<file path="src/rtl/ahb_gpio_slave.sv">
// AHB-Lite responder for board I/O: switches, LEDs, RGB and a scanned 8-digit 7-segment display.
// Zero-wait OKAY transfers; two-cycle ERROR response for illegal accesses.
module ahb_gpio_slave #(
  parameter int ADDR_WIDTH = 32,
  parameter int DATA_WIDTH = 32,
  parameter int SCAN_DIV   = 100000
) (
  input  logic                  CLK,
  input  logic                  RST,
  input  logic                  HSEL,
  input  logic [ADDR_WIDTH-1:0] HADDR,
  input  logic [1:0]            HTRANS,
  input  logic                  HWRITE,
  input  logic [2:0]            HSIZE,
  input  logic [DATA_WIDTH-1:0] HWDATA,
  input  logic                  HREADY,
  output logic [DATA_WIDTH-1:0] HRDATA,
  output logic                  HREADYOUT,
  output logic                  HRESP,
  input  logic [15:0]           SW,
  output logic [15:0]           LED,
  output logic [5:0]            RGB,
  output logic [7:0]            SEG,
  output logic [7:0]            EN_7SEG
);

  localparam int CW = $clog2(SCAN_DIV);

  logic        valid_q, write_q, err2_q;
  logic [4:0]  off_q;
  logic [2:0]  size_q;
  logic [15:0] led_q, ctrl_q, sw_meta_q, sw_sync_q;
  logic [5:0]  rgb_q;
  logic [31:0] hex_q;
  logic [CW-1:0] cnt_q;
  logic [2:0]  idx_q;
  logic [7:0]  seg_q, en_q;

  logic accept, bad, err_now, ok, wr;
  logic [3:0]  be;
  logic [31:0] rd_sel, led_m, rgb_m, hex_m, ctrl_m;
  logic [15:0] led_d, ctrl_d;
  logic [5:0]  rgb_d;
  logic [31:0] hex_d;
  logic [3:0]  nib;
  logic [7:0]  seg_d, en_d;

  logic unused;
  assign unused = ^{HADDR[ADDR_WIDTH-1:5], HTRANS[0]};

  function automatic logic [31:0] merge(input logic [31:0] cur, input logic [31:0] wd,
                                        input logic [3:0] lanes);
    logic [31:0] r;
    r = cur;
    for (int b = 0; b < 4; b++) begin
      if (lanes[b]) r[8*b +: 8] = wd[8*b +: 8];
    end
    return r;
  endfunction

  function automatic logic [6:0] glyph(input logic [3:0] n);
    logic [6:0] g;
    case (n)
      4'h0: g = 7'h40;  4'h1: g = 7'h79;  4'h2: g = 7'h24;  4'h3: g = 7'h30;
      4'h4: g = 7'h19;  4'h5: g = 7'h12;  4'h6: g = 7'h02;  4'h7: g = 7'h78;
      4'h8: g = 7'h00;  4'h9: g = 7'h10;  4'hA: g = 7'h08;  4'hB: g = 7'h03;
      4'hC: g = 7'h46;  4'hD: g = 7'h21;  4'hE: g = 7'h06;  default: g = 7'h0E;
    endcase
    return g;
  endfunction

  assign accept = HSEL & HREADY & HTRANS[1];

  // Decoded from the latched address phase, so it is valid during the whole data phase.
  assign bad = (off_q[4:2] > 3'd4) || (size_q > 3'd2) ||
               (size_q == 3'd1 && off_q[0]) ||
               (size_q == 3'd2 && off_q[1:0] != 2'b00) ||
               (write_q && off_q[4:2] == 3'd0);
  assign err_now = valid_q & bad;
  assign ok      = valid_q & ~bad;
  assign wr      = ok & write_q;

  assign HREADYOUT = ~err_now;
  assign HRESP     = err_now | err2_q;

  always_ff @(posedge CLK or posedge RST) begin
    if (RST) begin
      valid_q <= 1'b0;
      write_q <= 1'b0;
      off_q   <= 5'd0;
      size_q  <= 3'd0;
      err2_q  <= 1'b0;
    end else begin
      valid_q <= accept;
      err2_q  <= err_now;
      if (accept) begin
        off_q   <= HADDR[4:0];
        write_q <= HWRITE;
        size_q  <= HSIZE;
      end
    end
  end

  always_comb begin
    be = 4'b0000;
    case (size_q)
      3'd0:    be = 4'b0001 << off_q[1:0];
      3'd1:    be = off_q[1] ? 4'b1100 : 4'b0011;
      default: be = 4'b1111;
    endcase
  end

  always_comb begin
    led_m  = merge({16'h0, led_q}, HWDATA, be);
    rgb_m  = merge({26'h0, rgb_q}, HWDATA, be);
    hex_m  = merge(hex_q, HWDATA, be);
    ctrl_m = merge({16'h0, ctrl_q}, HWDATA, be);
    led_d  = led_q;
    rgb_d  = rgb_q;
    hex_d  = hex_q;
    ctrl_d = ctrl_q;
    if (wr) begin
      case (off_q[4:2])
        3'd1:    led_d  = led_m[15:0];
        3'd2:    rgb_d  = rgb_m[5:0];
        3'd3:    hex_d  = hex_m;
        3'd4:    ctrl_d = ctrl_m[15:0];
        default: ;
      endcase
    end
  end

  always_ff @(posedge CLK or posedge RST) begin
    if (RST) begin
      led_q     <= 16'h0;
      rgb_q     <= 6'h0;
      hex_q     <= 32'h0;
      ctrl_q    <= 16'h00FF;
      sw_meta_q <= 16'h0;
      sw_sync_q <= 16'h0;
    end else begin
      led_q     <= led_d;
      rgb_q     <= rgb_d;
      hex_q     <= hex_d;
      ctrl_q    <= ctrl_d;
      sw_meta_q <= SW;
      sw_sync_q <= sw_meta_q;
    end
  end

  always_comb begin
    rd_sel = 32'h0;
    case (off_q[4:2])
      3'd0:    rd_sel = {16'h0, sw_sync_q};
      3'd1:    rd_sel = {16'h0, led_q};
      3'd2:    rd_sel = {26'h0, rgb_q};
      3'd3:    rd_sel = hex_q;
      3'd4:    rd_sel = {16'h0, ctrl_q};
      default: rd_sel = 32'h0;
    endcase
  end

  assign HRDATA = (ok && !write_q) ? rd_sel : '0;
  assign LED    = led_q;
  assign RGB    = rgb_q;

  always_ff @(posedge CLK or posedge RST) begin
    if (RST) begin
      cnt_q <= '0;
      idx_q <= 3'd0;
    end else if (cnt_q == CW'(SCAN_DIV - 1)) begin
      cnt_q <= '0;
      idx_q <= idx_q + 3'd1;
    end else begin
      cnt_q <= cnt_q + CW'(1);
    end
  end

  always_comb begin
    nib   = hex_q[{idx_q, 2'b00} +: 4];
    en_d  = ctrl_q[idx_q] ? ~(8'd1 << idx_q) : 8'hFF;
    seg_d = {~ctrl_q[{1'b1, idx_q}], glyph(nib)};
  end

  // Reset values match what the decode produces for HEX=0, CTRL=0x00FF, digit 0.
  always_ff @(posedge CLK or posedge RST) begin
    if (RST) begin
      seg_q <= 8'hC0;
      en_q  <= 8'hFE;
    end else begin
      seg_q <= seg_d;
      en_q  <= en_d;
    end
  end

  assign SEG     = seg_q;
  assign EN_7SEG = en_q;

endmodule

</file>
<file path="config.mk">
export PLATFORM = sky130hd
export DESIGN_NAME = ahb_gpio_slave
export DESIGN_NICKNAME = d
export VERILOG_FILES = /design/src/rtl/ahb_gpio_slave.sv
export SDC_FILE = /design/constraint.sdc
export NUM_CORES = 1
export LEC_CHECK = 0
export CAP_MARGIN = 20
export CORE_ASPECT_RATIO = 1.2
export CORE_MARGIN = 5
export CORE_UTILIZATION = 35
export CTS_BUF_LIST = sky130_fd_sc_hd__clkbuf_8
export DETAILED_ROUTE_END_ITERATION = 16
export DONT_BUFFER_PORTS = 1
export GPL_TIMING_DRIVEN = 0
export PLACE_DENSITY = 0.5
export SYNTH_ARGS = -nofsm -noshare
export SYNTH_HDL_FRONTEND = slang
export SYNTH_SLANG_ARGS = --single-unit
</file>
<file path="constraint.sdc">
create_clock -name CLK -period 9.17 [get_ports CLK]
set_input_delay 0.4585 -clock CLK [delete_from_list [all_inputs] [get_ports CLK]]
set_output_delay 0.4585 -clock CLK [all_outputs]
set_load 0.01 [all_outputs]
</file>
# Word-level counts from Yosys, hierarchy flattened
# Memory sizes are Yosys's and may differ from the RTL's. A register that Yosys moved wholly into a read port is not among the register bits.
# Cells that the tools add are included.
# classes
n_addsub	2
n_lt_le_gt_ge	4
n_eq_ne	7
shifts	3
n_mux	10
bitwise_logic	10
n_reduce_logical	21
# ops
op	n
32-bit case mux with 5 select lines	1
32-bit two-way mux	1
32-bit by 6-bit indexed part select with 4-bit output	1
3-bit AND reduction	9
17-bit by 1-bit adder with 17-bit output, second input constant	1
17-bit == test, second input constant	1
17-bit two-way mux	1
3-bit by 2-bit == test with 1-bit output, second input constant	3
8-bit two-way mux	1
8-bit inverter	1
4-bit case mux with 2 select lines	1
1-bit by 3-bit left shift with 8-bit output, first input constant	1
1-bit binary-select mux with 3-bit select	2
3-bit by 1-bit == test with 1-bit output, second input constant	2
3-bit logical NOT	2
1-bit AND	5
3-bit by 5-bit < comparator with 1-bit output, second input constant	1
4-bit by 5-bit < comparator with 1-bit output, second input constant	1
1-bit logical AND	4
1-bit logical OR	4
4-bit two-way mux	1
1-bit by 2-bit left shift with 4-bit output, first input constant	1
3-bit by 1-bit adder with 3-bit output, second input constant	1
3-bit == test, second input constant	1
other kinds (7)	10
# totals
regBits	149
romBits	112
in_bits	90
word_cells	78
memories	1
# mem_list
name	depth	width	rd	rd_ports_with_merged_regs	write_ports	line_no	source
(name not given)	16	7	1	1	0	63	case (n)

# Longest topological paths before layout
# depth
depth_word	9
depth_mapped	9

# Worst setup path before layout
# No wires, ideal clock.
# synth_path
kind	register to output
startpoint	reg off_q[0]
endpoint	out HRDATA[11]
arrival_ps	1729
path_slack_ps	6982
path_stages_with_launch	7
n_path_buf	2
cell_sequence	dfrtp_1 -> buf_2 -> and3b_1 -> or3_1 -> nand3b_1 -> clkbuf_1 -> nor2_1
# synth_between
elab_chain_cells	8
elab_cells_between_ends	10
classes_between	mux (1); bitwise (2); reduce/logical (7)
# synth_lines
element	line_no	source
from (decl)	30	logic [4:0] off_q;
from (signal assigned)	97	off_q <= HADDR[4:0];
2-bit nonzero test or 1-bit logical AND (tied branches)	77, 76	
1-bit logical AND or 1-bit logical OR (tied branches)	77, 75	
1-bit logical OR *	76	(size_q == 3'd1 && off_q[0]) ||
1-bit logical OR *	77	(size_q == 3'd2 && off_q[1:0] != 2'b00) ||
1-bit inverter *	80	assign ok = valid_q & ~bad;
1-bit AND *	80	
1-bit logical AND *	163	assign HRDATA = (ok && !write_q) ? rd_sel : '0;
32-bit two-way mux *	163	
to (decl)	17	output logic [DATA_WIDTH-1:0] HRDATA,
# Mark *: on every way between the ends. The rest lies on a longest branch, timed or not.

# Worst setup path after layout
# layout_path
startpoint	reg size_q[2]
endpoint	out HRDATA[4]
# layout_between
elab_chain_cells	9
elab_cells_between_ends	13
classes_between	order compare (1); eq/ne (2); mux (1); bitwise (2); reduce/logical (7)
# layout_lines
element	line_no	source
from (decl)	31	logic [2:0] size_q;
from (signal assigned)	91	size_q <= 3'd0;
from (signal assigned)	99	size_q <= HSIZE;
3-bit by 2-bit greater-than comparator with 1-bit output or 3-bit by 1-bit == test with 1-bit output (tied branches)	75, 76	
1-bit logical OR or 1-bit logical AND (tied branches)	75, 76	
1-bit logical OR	75	assign bad = (off_q[4:2] > 3'd4) || (size_q > 3'd2) ||
1-bit logical OR *	76	
1-bit logical OR *	77	
1-bit inverter *	80	
1-bit AND *	80	
1-bit logical AND *	163	
32-bit two-way mux *	163	
# Marks and branches as above.

==> impl_metrics.toml <==
[status]
status = "completed"

[placed_design]
dpl_worst_slack_ns = 6.40
gpl.final_weighted_congestion = 0.829
place.detailed.hpwl_um = 13500
port_buffers = 0

[setup_path]
cp_data_arrival_time_ns = 2.76
start_of_the_worst_register_to_register_path = "idx_q[0]"
cpPeakStageDelay_ns = 0.49
cp_top_family = "simple AND/OR/NAND/NOR gates"
critical_path.cell_chain = "nand2b_1 > or3_1 > nand3b_1 > clkbuf_1 > nor2_1"
worst-path-buf-inv = 1
cpMaxStageDelayCell = "nand3b_1"
critical_path.max_fanout = 10
cell_count_of_the_worst_reg_to_reg_path = 9
rr_endpoint = "SEG[1]"
critical_path_class = "flip-flop to output port"
critPathCaptureType = "output port"
required_time_of_the_critical_path_ns = 8.71
crit_path_start_kind = "flip-flop"
rrSetupSlack_ns = 6.67

[timing]
layout_setup_ws_ns = 5.95
fin_worst_hold_slack_ns = 0.153
final.setup_skew_ns = 0.0111
timing.final.max_slew_violations = 0
max_freq_ghz = 0.310
worst-slew-pin-transition_ns = 0.629
min_period_over_period_pct = 35.1
max_slew_margin_pct = 58.0
final_count_of_hold_timing_violations = 0
setup_repair_after_global_routing_missed_its_margin = "false"
finalSetupViolations = 0
totalNegativeSetupSlack_ns = 0
timing.final.crit_period_ns = 3.22

[clock_network]
cts.root.buffer_cell = "clkbuf_8"
clock_path_buffers = 2
cts_post_setup_buffers_inserted = 0
cts_tree = "done"
numClockSinks = 149
cts.reportedPaths.clkPinSlew_ns = 0.09
htree_num_levels = 4
worstSkewPairLatency_ns = 0.45
cts-buffers-inserted = 17

[power_and_ir_drop]
pwr-share-comb_pct = 14.5
p_switching_w = 0.000393
cell_internal_power_w = 0.00101
power-per-cell-area_mw_per_mm2 = 177
ir_worst_vdd_v = 0.0000830
power.sequential.fraction_pct = 51.7
clock_power_share_pct = 33.8
power.leakage_nw = 3.32
sw_frac_of_total_pct = 28.0

[synth]
netlist_instances = 521
synth_commonest_cells = "132 x dfrtp_1, 79 x mux2_2, 23 x nand2_1"
yosysMostFrequentCell = "dfrtp_1"
synth_area_mm2 = 0.00702
yosysTopAreaCell = "dfrtp_1"
postSynthNetCount = 625
ys_types = 58
flip_flop_cell_with_the_highest_count_after_synthesis = "dfrtp_1"
synth.ff_latch_count = 149
synth_top_area_share_pct = 47.0
post_synth_main_area_contributors = "dfrtp_1 47%, mux2_2 13%, dfstp_2 6.4%, mux4_1 3.4%, ha_1 2.5%"
synth-edff-count = 0
synth.avg_cell_area_um2 = 13.5
sequential_fraction_of_the_synthesis_area_pct = 53.4
synthesis.yosys.warnings = 0
synth-async-reset-ratio_pct = 100

[drt]
final_antenna_net_count = 0
drt-total-wl_um = 17700
wirelength_per_cell_um = 21.3
drt-vias-per-instance = 5.17
route.detailed.drc = 0
firstDrtPassIters = 5
first_iter_violations = 200
vias = 4296

[flow_run]
cap_violations = 0

[die]
die_area_mm2 = 0.0230
core-area_mm2 = 0.0196
fp.dieH_um = 165
initial_standard_cell_utilization_of_the_core_pct = 35.8
die_w_um = 139
floorplan.rows = 56
ioPinCount = 162

[cells_and_area]
insertedDiodeCount = 0
multi_input_area_mm2 = 0.00306
fillerInstances = 1895
layout.area.seq_mm2 = 0.00375
design.final.nets = 662
fraction_of_layout_instances_using_a_drive_strength_above_1_pct = 30.2
syn2layout_area_growth_pct = 12.8

[grt]
globalRoute.busiestLayer = "met2"
grt_max_degree = 100
grt_pass1_wl_um = 27500
groute.usage.overall_pct = 15.7
antenna_found_initial = 0
groute.layer.met2.usage_pct = 27.0
grt_pass1_vias = 4649
grt_overflow = 0
use_met1_pct = 18.4
grt_util_met3_pct = 5.21

[min_path]
timing.hold.worst.start = "HWDATA[6]"
holdCritPathClass = "input pin to flip-flop"
worst_hold_path.endpoint = "hex_q[6]"
worst_hold_path.num_cells = 1
-- sequential cells by signal, summed over array words and instances, names as in the netlist --
| register | cells |
|---|---|
| hex_q | 32 |
| RGB | 6 |
| LED | 16 |
| size_q | 3 |
| cnt_q | 17 |
| ctrl_q | 16 |
| err2_q | 1 |
| sw_meta_q | 16 |
| SEG | 8 |
| off_q | 5 |
| EN_7SEG | 8 |
| sw_sync_q | 16 |
| valid_q | 1 |
| idx_q | 3 |
| write_q | 1 |
-- kinds of logic after synthesis --
logic type               after synthesis  share of synthesized area (%)
buffers and inverters                 39                           2.98
flip-flops                           149                           53.4
multiplexers                         115                           21.4
AO/OA/AOI/OAI                         66                           7.46
XOR/XNOR                              17                           2.12
adder cells (fa/ha/maj)               14                           2.49
AND/OR/NAND/NOR                      121                           10.1
-- worst reg2reg max path, stage by stage, from the launching register on --
cell	delay [ns]
dfrtp_1	0.52
buf_6	0.25
mux4_1	0.64
nand2_1	0.11
nand2_1	0.14
inv_1	0.17
ha_1	0.15
inv_1	0.05
mux2_2	0.26
o2bb2ai_1	0.14
-- stage by stage --
stage / power, W / area [µm²] / instances / util [%]
3_5_place_dp: 0.000938 / 7380 / 783 / 37.6
6_report: 0.00140 / 7920 / 831 / 40.4
5_1_grt: 0.00147 / 7920 / 831 / 40.4
3_3_place_gp: 0.000932 / 7350 / 782 / 37.5
4_1_cts: 0.00142 / 7780 / 817 / 39.7
2_1_floorplan: 0.000883 / 7020 / 521 / -
-- placed cells by master, fill, tap and decap left out, types with 8 or more instances in the layout --
cell type and instances:
nor2_1 21, and2_1 19, inv_1 14, mux2_2 79, xnor2_1 8, mux2_4 9, a21oi_1 9, a22oi_1 21
nand3_1 12, clkbuf_8 19, nand2_1 23, mux2i_1 13, dfrtp_1 132, mux4_1 9, dfstp_2 17, clkbuf_1 11
dlygate4sd3_1 17, o22a_1 11, xor2_1 9, ha_1 14
-- metal layers --
metal | up-vias | part of all wire, % | wire, µm
li1 | 1952 | - | -
met1 | 2190 | 39 | 6980
met2 | 130 | 52 | 9160
met3 | 24 | 6.9 | 1220
met4 | 0 | 2.0 | 355
met5 | - | 0 | 0
-- power by group through the flow --
stage               clock, W  combinational, W  sequential [W]
finish              0.000475          0.000203        0.000727
CTS                 0.000494          0.000201        0.000727
global route        0.000521          0.000222        0.000731
floorplan                  0          0.000156        0.000727
detailed placement         0          0.000198        0.000740
global placement           0          0.000193        0.000739
-- what timing repair did --
action / CTS / global route
gates resized for setup: 0 / 0
hold buffers: 3 / 14
hold endpoints to repair: 48 / 14
-- final cells by class --
class                   count  area share [%]
well taps                 261            4.12
repair buffers             18            2.50
multi-input cells         333            38.7
inverters                  13           0.679
clock inverters            12            1.36
clock buffers              19            3.30
plain buffers              26            2.02
flip-flops and latches    149            47.3
-- worst max path at each step --
stage | startpoint | to | slack (ns) | cells after the start
final | size_q[2] | HRDATA[4] | 5.95 | 5
after global routing | size_q[2] | HRDATA[4] | 5.75 | 5
after CTS | size_q[2] | HRDATA[6] | 5.90 | 5
after detailed placement | size_q[2] | HRDATA[6] | 6.40 | 5
after global placement | RST | LED[8] | 3.17 | 1
after floorplan | RST | EN_7SEG[0] | 4.73 | 1
No activity file was read; power rests on OpenSTA's default activity.
